`src/rtl/rsa_job_sequencer_pkg.sv`:
```
// Shared types for the RSA job sequencer: FSM state encoding and message-width helper.
package rsa_seq_pkg;

  typedef enum logic [2:0] {
    ST_IDLE     = 3'd0,
    ST_INV_RST  = 3'd1,
    ST_INV_WAIT = 3'd2,
    ST_EXP_RST  = 3'd3,
    ST_EXP_WAIT = 3'd4,
    ST_DONE     = 3'd5
  } seq_state_t;

  // Messages and results are twice the prime width.
  function automatic int msg_width(input int width);
    return 2 * width;
  endfunction

endpackage

```
`src/rtl/rsa_job_sequencer_if.sv`:
```
// Job/result handshake bundle between a job producer (master) and the sequencer (slave).
interface rsa_job_sequencer_if #(
  parameter int WIDTH = 128
);
  import rsa_seq_pkg::*;

  localparam int MSG_W = msg_width(WIDTH);

  logic             in_valid;
  logic             in_ready;
  logic [WIDTH-1:0] in_p;
  logic [WIDTH-1:0] in_q;
  logic             in_encrypt_decrypt;
  logic [MSG_W-1:0] in_msg;

  logic             out_valid;
  logic             out_ready;
  logic [MSG_W-1:0] out_msg;
  logic             out_error;
  logic             out_key_hit;

  modport master (
    output in_valid, in_p, in_q, in_encrypt_decrypt, in_msg, out_ready,
    input  in_ready, out_valid, out_msg, out_error, out_key_hit
  );

  modport slave (
    input  in_valid, in_p, in_q, in_encrypt_decrypt, in_msg, out_ready,
    output in_ready, out_valid, out_msg, out_error, out_key_hit
  );

endinterface

```
`src/rtl/rsa_job_sequencer_key_cache.sv`:
```
// Single-entry (p, q) cache; a hit lets the sequencer skip the modular inversion phase.
module rsa_key_cache #(
  parameter int WIDTH = 128
) (
  input  logic             clk,
  input  logic             reset,
  input  logic             load,
  input  logic             invalidate,
  input  logic [WIDTH-1:0] load_p,
  input  logic [WIDTH-1:0] load_q,
  input  logic [WIDTH-1:0] cmp_p,
  input  logic [WIDTH-1:0] cmp_q,
  output logic             hit
);

  logic             key_valid;
  logic [WIDTH-1:0] cached_p;
  logic [WIDTH-1:0] cached_q;

  always_ff @(posedge clk or posedge reset) begin
    if (reset) begin
      key_valid <= 1'b0;
      cached_p  <= '0;
      cached_q  <= '0;
    end else if (load) begin
      key_valid <= 1'b1;
      cached_p  <= load_p;
      cached_q  <= load_q;
    end else if (invalidate) begin
      key_valid <= 1'b0;
    end
  end

  // Order matters: swapped primes are a different key.
  assign hit = key_valid && (cmp_p == cached_p) && (cmp_q == cached_q);

endmodule

```
`src/rtl/rsa_job_sequencer.sv`:
```
// Command stage for the RSA control core: accepts a job, runs inversion and mod-exp phases
// with a per-phase watchdog, and returns the result on a valid/ready port.
//
// state    | meaning
// IDLE     | in_ready high, waiting for a job
// INV_RST  | holding reset_inverter for RST_PULSE cycles
// INV_WAIT | waiting for inverter_finish (watchdog running)
// EXP_RST  | holding reset_mod_exp for RST_PULSE cycles
// EXP_WAIT | waiting for mod_exp_finish (watchdog running)
// DONE     | result held on out_* until out_ready
module rsa_job_sequencer
  import rsa_seq_pkg::*;
#(
  parameter int WIDTH     = 128,
  parameter int RST_PULSE = 1,
  parameter int TIMEOUT   = 65535
) (
  input  logic                        clk,
  input  logic                        reset,
  rsa_job_sequencer_if.slave          job,
  output logic [WIDTH-1:0]            ctl_p,
  output logic [WIDTH-1:0]            ctl_q,
  output logic                        ctl_encrypt_decrypt,
  output logic [msg_width(WIDTH)-1:0] ctl_msg_in,
  output logic                        ctl_reset_inverter,
  output logic                        ctl_reset_mod_exp,
  input  logic                        ctl_inverter_finish,
  input  logic                        ctl_mod_exp_finish,
  input  logic [msg_width(WIDTH)-1:0] ctl_msg_out
);

  localparam int WD_W = $clog2(TIMEOUT + 1);
  localparam int PC_W = (RST_PULSE > 1) ? $clog2(RST_PULSE) : 1;
  localparam logic [WD_W-1:0] WD_LAST = WD_W'(TIMEOUT - 1);
  localparam logic [PC_W-1:0] PC_LAST = PC_W'(RST_PULSE - 1);

  seq_state_t      state;
  logic [WD_W-1:0] wd;
  logic [PC_W-1:0] pcnt;
  logic            hit_r;
  logic            key_hit;
  logic            key_load;
  logic            key_inval;
  logic            wd_expired;

  assign wd_expired = (wd == WD_LAST);
  assign key_load   = (state == ST_INV_WAIT) && ctl_inverter_finish;
  // A finish arriving on the last watchdog cycle wins over the abort.
  assign key_inval  = wd_expired &&
                      (((state == ST_INV_WAIT) && !ctl_inverter_finish) ||
                       ((state == ST_EXP_WAIT) && !ctl_mod_exp_finish));

  rsa_key_cache #(.WIDTH(WIDTH)) u_key_cache (
    .clk        (clk),
    .reset      (reset),
    .load       (key_load),
    .invalidate (key_inval),
    .load_p     (ctl_p),
    .load_q     (ctl_q),
    .cmp_p      (job.in_p),
    .cmp_q      (job.in_q),
    .hit        (key_hit)
  );

  always_ff @(posedge clk or posedge reset) begin
    if (reset) begin
      state               <= ST_IDLE;
      wd                  <= '0;
      pcnt                <= '0;
      hit_r               <= 1'b0;
      ctl_p               <= '0;
      ctl_q               <= '0;
      ctl_encrypt_decrypt <= 1'b0;
      ctl_msg_in          <= '0;
      ctl_reset_inverter  <= 1'b0;
      ctl_reset_mod_exp   <= 1'b0;
      job.in_ready        <= 1'b1;
      job.out_valid       <= 1'b0;
      job.out_msg         <= '0;
      job.out_error       <= 1'b0;
      job.out_key_hit     <= 1'b0;
    end else begin
      case (state)
        ST_IDLE: begin
          if (job.in_valid) begin
            ctl_p               <= job.in_p;
            ctl_q               <= job.in_q;
            ctl_encrypt_decrypt <= job.in_encrypt_decrypt;
            ctl_msg_in          <= job.in_msg;
            job.in_ready        <= 1'b0;
            pcnt                <= '0;
            hit_r               <= key_hit;
            if (key_hit) begin
              ctl_reset_mod_exp <= 1'b1;
              state             <= ST_EXP_RST;
            end else begin
              ctl_reset_inverter <= 1'b1;
              state              <= ST_INV_RST;
            end
          end
        end
        ST_INV_RST: begin
          if (pcnt == PC_LAST) begin
            ctl_reset_inverter <= 1'b0;
            wd                 <= '0;
            state              <= ST_INV_WAIT;
          end else begin
            pcnt <= pcnt + PC_W'(1);
          end
        end
        ST_INV_WAIT: begin
          if (ctl_inverter_finish) begin
            ctl_reset_mod_exp <= 1'b1;
            pcnt              <= '0;
            state             <= ST_EXP_RST;
          end else if (wd_expired) begin
            job.out_valid   <= 1'b1;
            job.out_msg     <= '0;
            job.out_error   <= 1'b1;
            job.out_key_hit <= hit_r;
            state           <= ST_DONE;
          end else begin
            wd <= wd + WD_W'(1);
          end
        end
        ST_EXP_RST: begin
          if (pcnt == PC_LAST) begin
            ctl_reset_mod_exp <= 1'b0;
            wd                <= '0;
            state             <= ST_EXP_WAIT;
          end else begin
            pcnt <= pcnt + PC_W'(1);
          end
        end
        ST_EXP_WAIT: begin
          if (ctl_mod_exp_finish) begin
            job.out_valid   <= 1'b1;
            job.out_msg     <= ctl_msg_out;
            job.out_error   <= 1'b0;
            job.out_key_hit <= hit_r;
            state           <= ST_DONE;
          end else if (wd_expired) begin
            job.out_valid   <= 1'b1;
            job.out_msg     <= '0;
            job.out_error   <= 1'b1;
            job.out_key_hit <= hit_r;
            state           <= ST_DONE;
          end else begin
            wd <= wd + WD_W'(1);
          end
        end
        ST_DONE: begin
          if (job.out_ready) begin
            job.out_valid <= 1'b0;
            job.in_ready  <= 1'b1;
            state         <= ST_IDLE;
          end
        end
        default: state <= ST_IDLE;
      endcase
    end
  end

endmodule

```
`src/flat_wrapper.sv`:
```
// flat-port wrapper written by rule: the top's interface ports become plain ports
module rsa_job_sequencer_flat import rsa_seq_pkg::*;
#(
  parameter int WIDTH     = 128,
  parameter int RST_PULSE = 1,
  parameter int TIMEOUT   = 65535
)
  (clk, reset, ctl_p, ctl_q, ctl_encrypt_decrypt, ctl_msg_in, ctl_reset_inverter, ctl_reset_mod_exp, ctl_inverter_finish, ctl_mod_exp_finish, ctl_msg_out, job_in_valid, job_in_p, job_in_q, job_in_encrypt_decrypt, job_in_msg, job_out_ready, job_in_ready, job_out_valid, job_out_msg, job_out_error, job_out_key_hit);
  rsa_job_sequencer_if #(.WIDTH(WIDTH)) job_i ();
  input  logic clk;
  input  logic reset;
  output logic [WIDTH-1:0] ctl_p;
  output logic [WIDTH-1:0] ctl_q;
  output logic ctl_encrypt_decrypt;
  output logic [msg_width(WIDTH)-1:0] ctl_msg_in;
  output logic ctl_reset_inverter;
  output logic ctl_reset_mod_exp;
  input  logic ctl_inverter_finish;
  input  logic ctl_mod_exp_finish;
  input  logic [msg_width(WIDTH)-1:0] ctl_msg_out;
  input wire logic [$bits(job_i.in_valid)-1:0] job_in_valid;
  input wire logic [$bits(job_i.in_p)-1:0] job_in_p;
  input wire logic [$bits(job_i.in_q)-1:0] job_in_q;
  input wire logic [$bits(job_i.in_encrypt_decrypt)-1:0] job_in_encrypt_decrypt;
  input wire logic [$bits(job_i.in_msg)-1:0] job_in_msg;
  input wire logic [$bits(job_i.out_ready)-1:0] job_out_ready;
  output wire logic [$bits(job_i.in_ready)-1:0] job_in_ready;
  output wire logic [$bits(job_i.out_valid)-1:0] job_out_valid;
  output wire logic [$bits(job_i.out_msg)-1:0] job_out_msg;
  output wire logic [$bits(job_i.out_error)-1:0] job_out_error;
  output wire logic [$bits(job_i.out_key_hit)-1:0] job_out_key_hit;
  assign job_i.in_valid = job_in_valid;
  assign job_i.in_p = job_in_p;
  assign job_i.in_q = job_in_q;
  assign job_i.in_encrypt_decrypt = job_in_encrypt_decrypt;
  assign job_i.in_msg = job_in_msg;
  assign job_i.out_ready = job_out_ready;
  assign job_in_ready = job_i.in_ready;
  assign job_out_valid = job_i.out_valid;
  assign job_out_msg = job_i.out_msg;
  assign job_out_error = job_i.out_error;
  assign job_out_key_hit = job_i.out_key_hit;
  rsa_job_sequencer #(.WIDTH(WIDTH), .RST_PULSE(RST_PULSE), .TIMEOUT(TIMEOUT)) u_core (.clk(clk), .reset(reset), .job(job_i), .ctl_p(ctl_p), .ctl_q(ctl_q), .ctl_encrypt_decrypt(ctl_encrypt_decrypt), .ctl_msg_in(ctl_msg_in), .ctl_reset_inverter(ctl_reset_inverter), .ctl_reset_mod_exp(ctl_reset_mod_exp), .ctl_inverter_finish(ctl_inverter_finish), .ctl_mod_exp_finish(ctl_mod_exp_finish), .ctl_msg_out(ctl_msg_out));
endmodule
```
`config.mk`:
```
export PLATFORM = sky130hd
export DESIGN_NAME = rsa_job_sequencer_flat
export DESIGN_NICKNAME = d
export VERILOG_FILES = /design/src/rtl/rsa_job_sequencer_pkg.sv /design/src/rtl/rsa_job_sequencer_if.sv /design/src/rtl/rsa_job_sequencer_key_cache.sv /design/src/rtl/rsa_job_sequencer.sv /design/src/flat_wrapper.sv
export SDC_FILE = /design/constraint.sdc
export NUM_CORES = 2
export LEC_CHECK = 0
export CAP_MARGIN = 20
export CORE_AREA = 2 2 606 608
export CTS_CLUSTER_DIAMETER = 80
export DETAILED_ROUTE_END_ITERATION = 12
export DIE_AREA = 0 0 608 610
export GPL_TIMING_DRIVEN = 0
export PLACE_DENSITY = 0.34
export REMOVE_ABC_BUFFERS = 1
export SYNTH_ARGS = -nofsm -noshare
export SYNTH_HDL_FRONTEND = slang
export SYNTH_SLANG_ARGS = --single-unit
export TNS_END_PERCENT = 1
```
`constraint.sdc`:
```
create_clock -name clk -period 58.6 [get_ports clk]
set_input_delay 17.58 -clock clk [delete_from_list [all_inputs] [get_ports clk]]
set_output_delay 17.58 -clock clk [all_outputs]
set_load 0.01 [all_outputs]
```
==> results.md <==
* Post-route cell area at 70,000 µm²
* Worst R2R Setup Slack at 55.00 ns
* Crit-path max FO at 4
* Max_slew headroom at 0.302
* Worst min path class: register to register
* HPWL Detailed at 252,000 µm
* DR vias at 36.9k
* Sink Count at 1,052
* Reg2reg end: u_core.ctl_reset_inverter$_DFFE_PP0P_
* Vias per cell at 3.52
* Chip height at 610 µm
* Hold wc startpoint: u_core.ctl_msg_in[209]$_DFFE_PP0P_
* CP Buf/Inv Count at 1
* CP endpoint kind: register
* Clock Path Buffers at 4
* Compound-gate portion of the synthesized area at 0.0776
* Final setup viols at 0
* Multiplexer share of the synthesized area at 0.0627
* FF+latch count, synth at 1,052
* Placed cell area at 64,700 µm²
* Distinct cells, synth at 50
* Cells after Synth at 3,898
* Post-cts sizing count at 0
* Outcome: complete, no violations
* Final clock period utilization by the worst path at 0.349
* Final setup margin at 38.17 ns
* Pre-antenna DRT Iters at 5
* Input/output buffers at 1,549
* CTS root buf: clkbuf_16
* Share of the yosys chip area belonging to registers at 0.627
* # DRC at 0
* Initial antenna violation count at 197
* CP Cell Sequence: clkdlybuf4s50_1 > xnor2_1 > nand4_1 > nor4_2 > nand4_1 > or4_4 > o31a_1
* Pwr dens at 58.8 nW/µm²
* Mean Syn Cell Area at 10.8 µm²
* Peak supply drop at 0.0235 mV
* Power, Total at 0.00411 W
* Number of flops mapped to enable cells by yosys at 0
* Synth Area in Adders at 0.000596
* CTS H-tree depth at 4
* Post-Synth Simple-Gate Area at 0.172
* Hold-fix buffers at CTS at 0
* Register clock-pin slew on the reported worst setup and hold paths at 0.06 ns
* Initial Utilization at 0.115
* Hold Path Depth at 2
* Iter 0 DRT Violations at 2,359
* Routability congestion estimate at 0.868
* CP Data Arrival Time at 21.16 ns
* Xor/xnor share of the synthesized area at 0.0340
* TritonCTS buffer count at 159
* Area growth from synthesis to layout at 66.7%
* Core area at 364,000 µm²
* # Max-Cap Violations at 0
* NumNets Final at 6,279
* Fillers at 39.8k
* Startpoint type of the worst setup path: primary input
* CP most frequent cell: nand4_1
* Die width at 608 µm
* RSZ-0062 raised after global routing: false
* Syn Std Cell Area at 42,000 µm²
* Worst r2r src: u_core.u_key_cache.cached_q[55]$_DFFE_PP0P_
* Clock Latency Late Sink at 0.84 ns
* Boundary Pins at 1,550
* Fmax at 49.0 MHz
* Vias in the first global route at 37.9k
* Skew final at 0.0634 ns
* Rows at 222
* Antenna Nets Post-Route at 0
* CTS tree: done
* Synth warn at 0
* GRT Util Overall at 0.158
* Largest net degree at the start of global routing at 110
* Slowest cell on crit path: nor4_2
* Worst path max stage delay at 0.92 ns
* CP Class: primary input to register
* Lkg Pwr at 30.6 nW
* Die area at 371,000 µm²
* Proportion of layout cells with a drive suffix above 1 at 0.106
* Main synth FF type: dfrtp_1
* WL final at 303,000 µm
* Hold Path End: u_core.ctl_msg_in[209]$_DFFE_PP0P_
* GR Overflow Total at 0
* Final hold violation count at 0
* Worst EP required at 59.33 ns
* Global-route wire length before repair at 393,000 µm
* FF-to-FF path depth at 6
* Fin Setup TNS at 0 ns
* Post-CTS Setup Bufs at 0
* Shortest period the worst path allows at 20.43 ns
* Place WS at 36.72 ns
* Largest family of logic cells by synthesized area: simple AND/OR/NAND/NOR gates
* Final Max Slew Viols at 0
* WL/cell at 28.9 µm
* Async SR Flop Fraction at 1.00
* Critical path's top delay family: simple AND/OR/NAND/NOR gates
* Worst-Margin Slew at 1.04 ns
-- metrics by stage --
stage	hold WS, ns	util	std cells
detailed placement	0.461	0.178	10157
CTS	0.475	0.192	10436
finish	0.473	0.192	10468
global placement	0.452	0.172	10058
floorplan	0.441	-	3693
global route	0.493	0.192	10446
-- state kept, by name (all words and copies together) (netlist names), 3 cells and up --
name,count
u_core.ctl_msg_in,256
u_core.ctl_p,128
u_core.ctl_q,128
u_core.job.out_msg,256
u_core.state,3
u_core.u_key_cache.cached_p,128
u_core.u_key_cache.cached_q,128
u_core.wd,16
-- worst register-to-register path: stages (launching register included) --
cell and delay [ns]:
dfrtp_1 0.39, xor2_1 0.24, nor4_1 0.71, nand4_1 0.43, nor4_1 0.78, nand4_1 0.53
o31a_1 0.40
-- kinds of logic after synthesis --
logic type / after synthesis
DFF: 1052
xor gates and xnor gates: 163
and+or+nand+nor: 1770
AOI/OAI and AO/OA: 402
adders and majority gates: 2
buffers and inverters: 275
muxes: 234
-- per-layer routing --
| metal | wire [µm] | vias up | track usage |
|---|---|---|---|
| li1 | - | 16188 | - |
| met1 | 122000 | 18561 | 0.190 |
| met2 | 136000 | 1573 | 0.249 |
| met3 | 37200 | 489 | 0.0836 |
| met4 | 7220 | 50 | 0.0340 |
| met5 | 331 | - | 0 |
-- area by class of cell --
type                            count  area (µm²)  share of cell area
Multi-Input combinational cell   2571       14700               0.209
Timing Repair Buffer             1648       17500               0.249
Inverter                           70         270             0.00386
Tap cell                         4816        6030              0.0861
Clock buffer                      234        4680              0.0669
Clock inverter                     45         505             0.00722
Antenna cell                       32        80.1             0.00114
Sequential cell                  1052       26300               0.376
-- power breakdown --
| part | switching (W) | internal (W) | total (W) |
|---|---|---|---|
| clock network | 0.000399 | 0.000581 | 0.000979 |
| registers | 0.000263 | 0.00107 | 0.00134 |
| logic | 0.000978 | 0.000820 | 0.00180 |
-- synthesized netlist by cell type (all sizes together), types with 6 or more instances --
cell     instances  area share
o2111ai         22      0.0046
nor3             6     0.00072
nor4            33      0.0054
o22ai           12      0.0018
xnor2           91       0.019
a22o           257       0.054
nand4           36      0.0054
o21ai           61      0.0073
clkbuf         145       0.013
buf             60      0.0069
mux2           234       0.063
a2111oi         11      0.0023
nand2b          69       0.010
inv             70      0.0063
nor2            29      0.0026
dfrtp         1051        0.63
xor2            72       0.015
a2111o          11      0.0029
nand2         1510        0.13
nor2b           64      0.0095
nand3           11      0.0013
a21oi            7     0.00083
-- how the worst max path moves through the flow --
stage                                        endpoint  slack [ns]  depth (start not counted)               start
3_3_place_gp       u_core.job.out_key_hit$_DFFE_PP0P_      -12.11                          4  ctl_mod_exp_finish
6_report        u_core.ctl_reset_inverter$_DFFE_PP0P_       38.17                          7       job_in_q[100]
4_1_cts         u_core.ctl_reset_inverter$_DFFE_PP0P_       37.70                          7       job_in_q[108]
3_5_place_dp    u_core.ctl_reset_inverter$_DFFE_PP0P_       36.72                          7       job_in_q[108]
2_1_floorplan  u_core.ctl_encrypt_decrypt$_DFFE_PP0P_       11.41                          1               reset
5_1_grt                   u_core.state[1]$_DFFE_PP0P_       37.75                          7        job_in_p[59]
-- cell usage in the layout (no fill, tap or decap), drive strengths merged, types with 2 or more instances in the layout --
master and count:
clkdlybuf4s50 1549, nand2 1510, dfrtp 1051, a22o 257, mux2 234, clkbuf 234, buf 99, xnor2 91
inv 77, xor2 72, nand2b 69, nor2b 64, o21ai 61, nand4 36, nor4 33, diode 32
nor2 29, clkinv 24, o2111ai 22, o22ai 12, nand3 11, a2111o 11, a2111oi 11, clkinvlp 8
a21oi 7, nor3 6, bufinv 6, o221ai 4, o31ai 4, or4 4, and3 4, o2bb2ai 2
ha 2
Note: power is estimated with default switching activity, not from simulation.
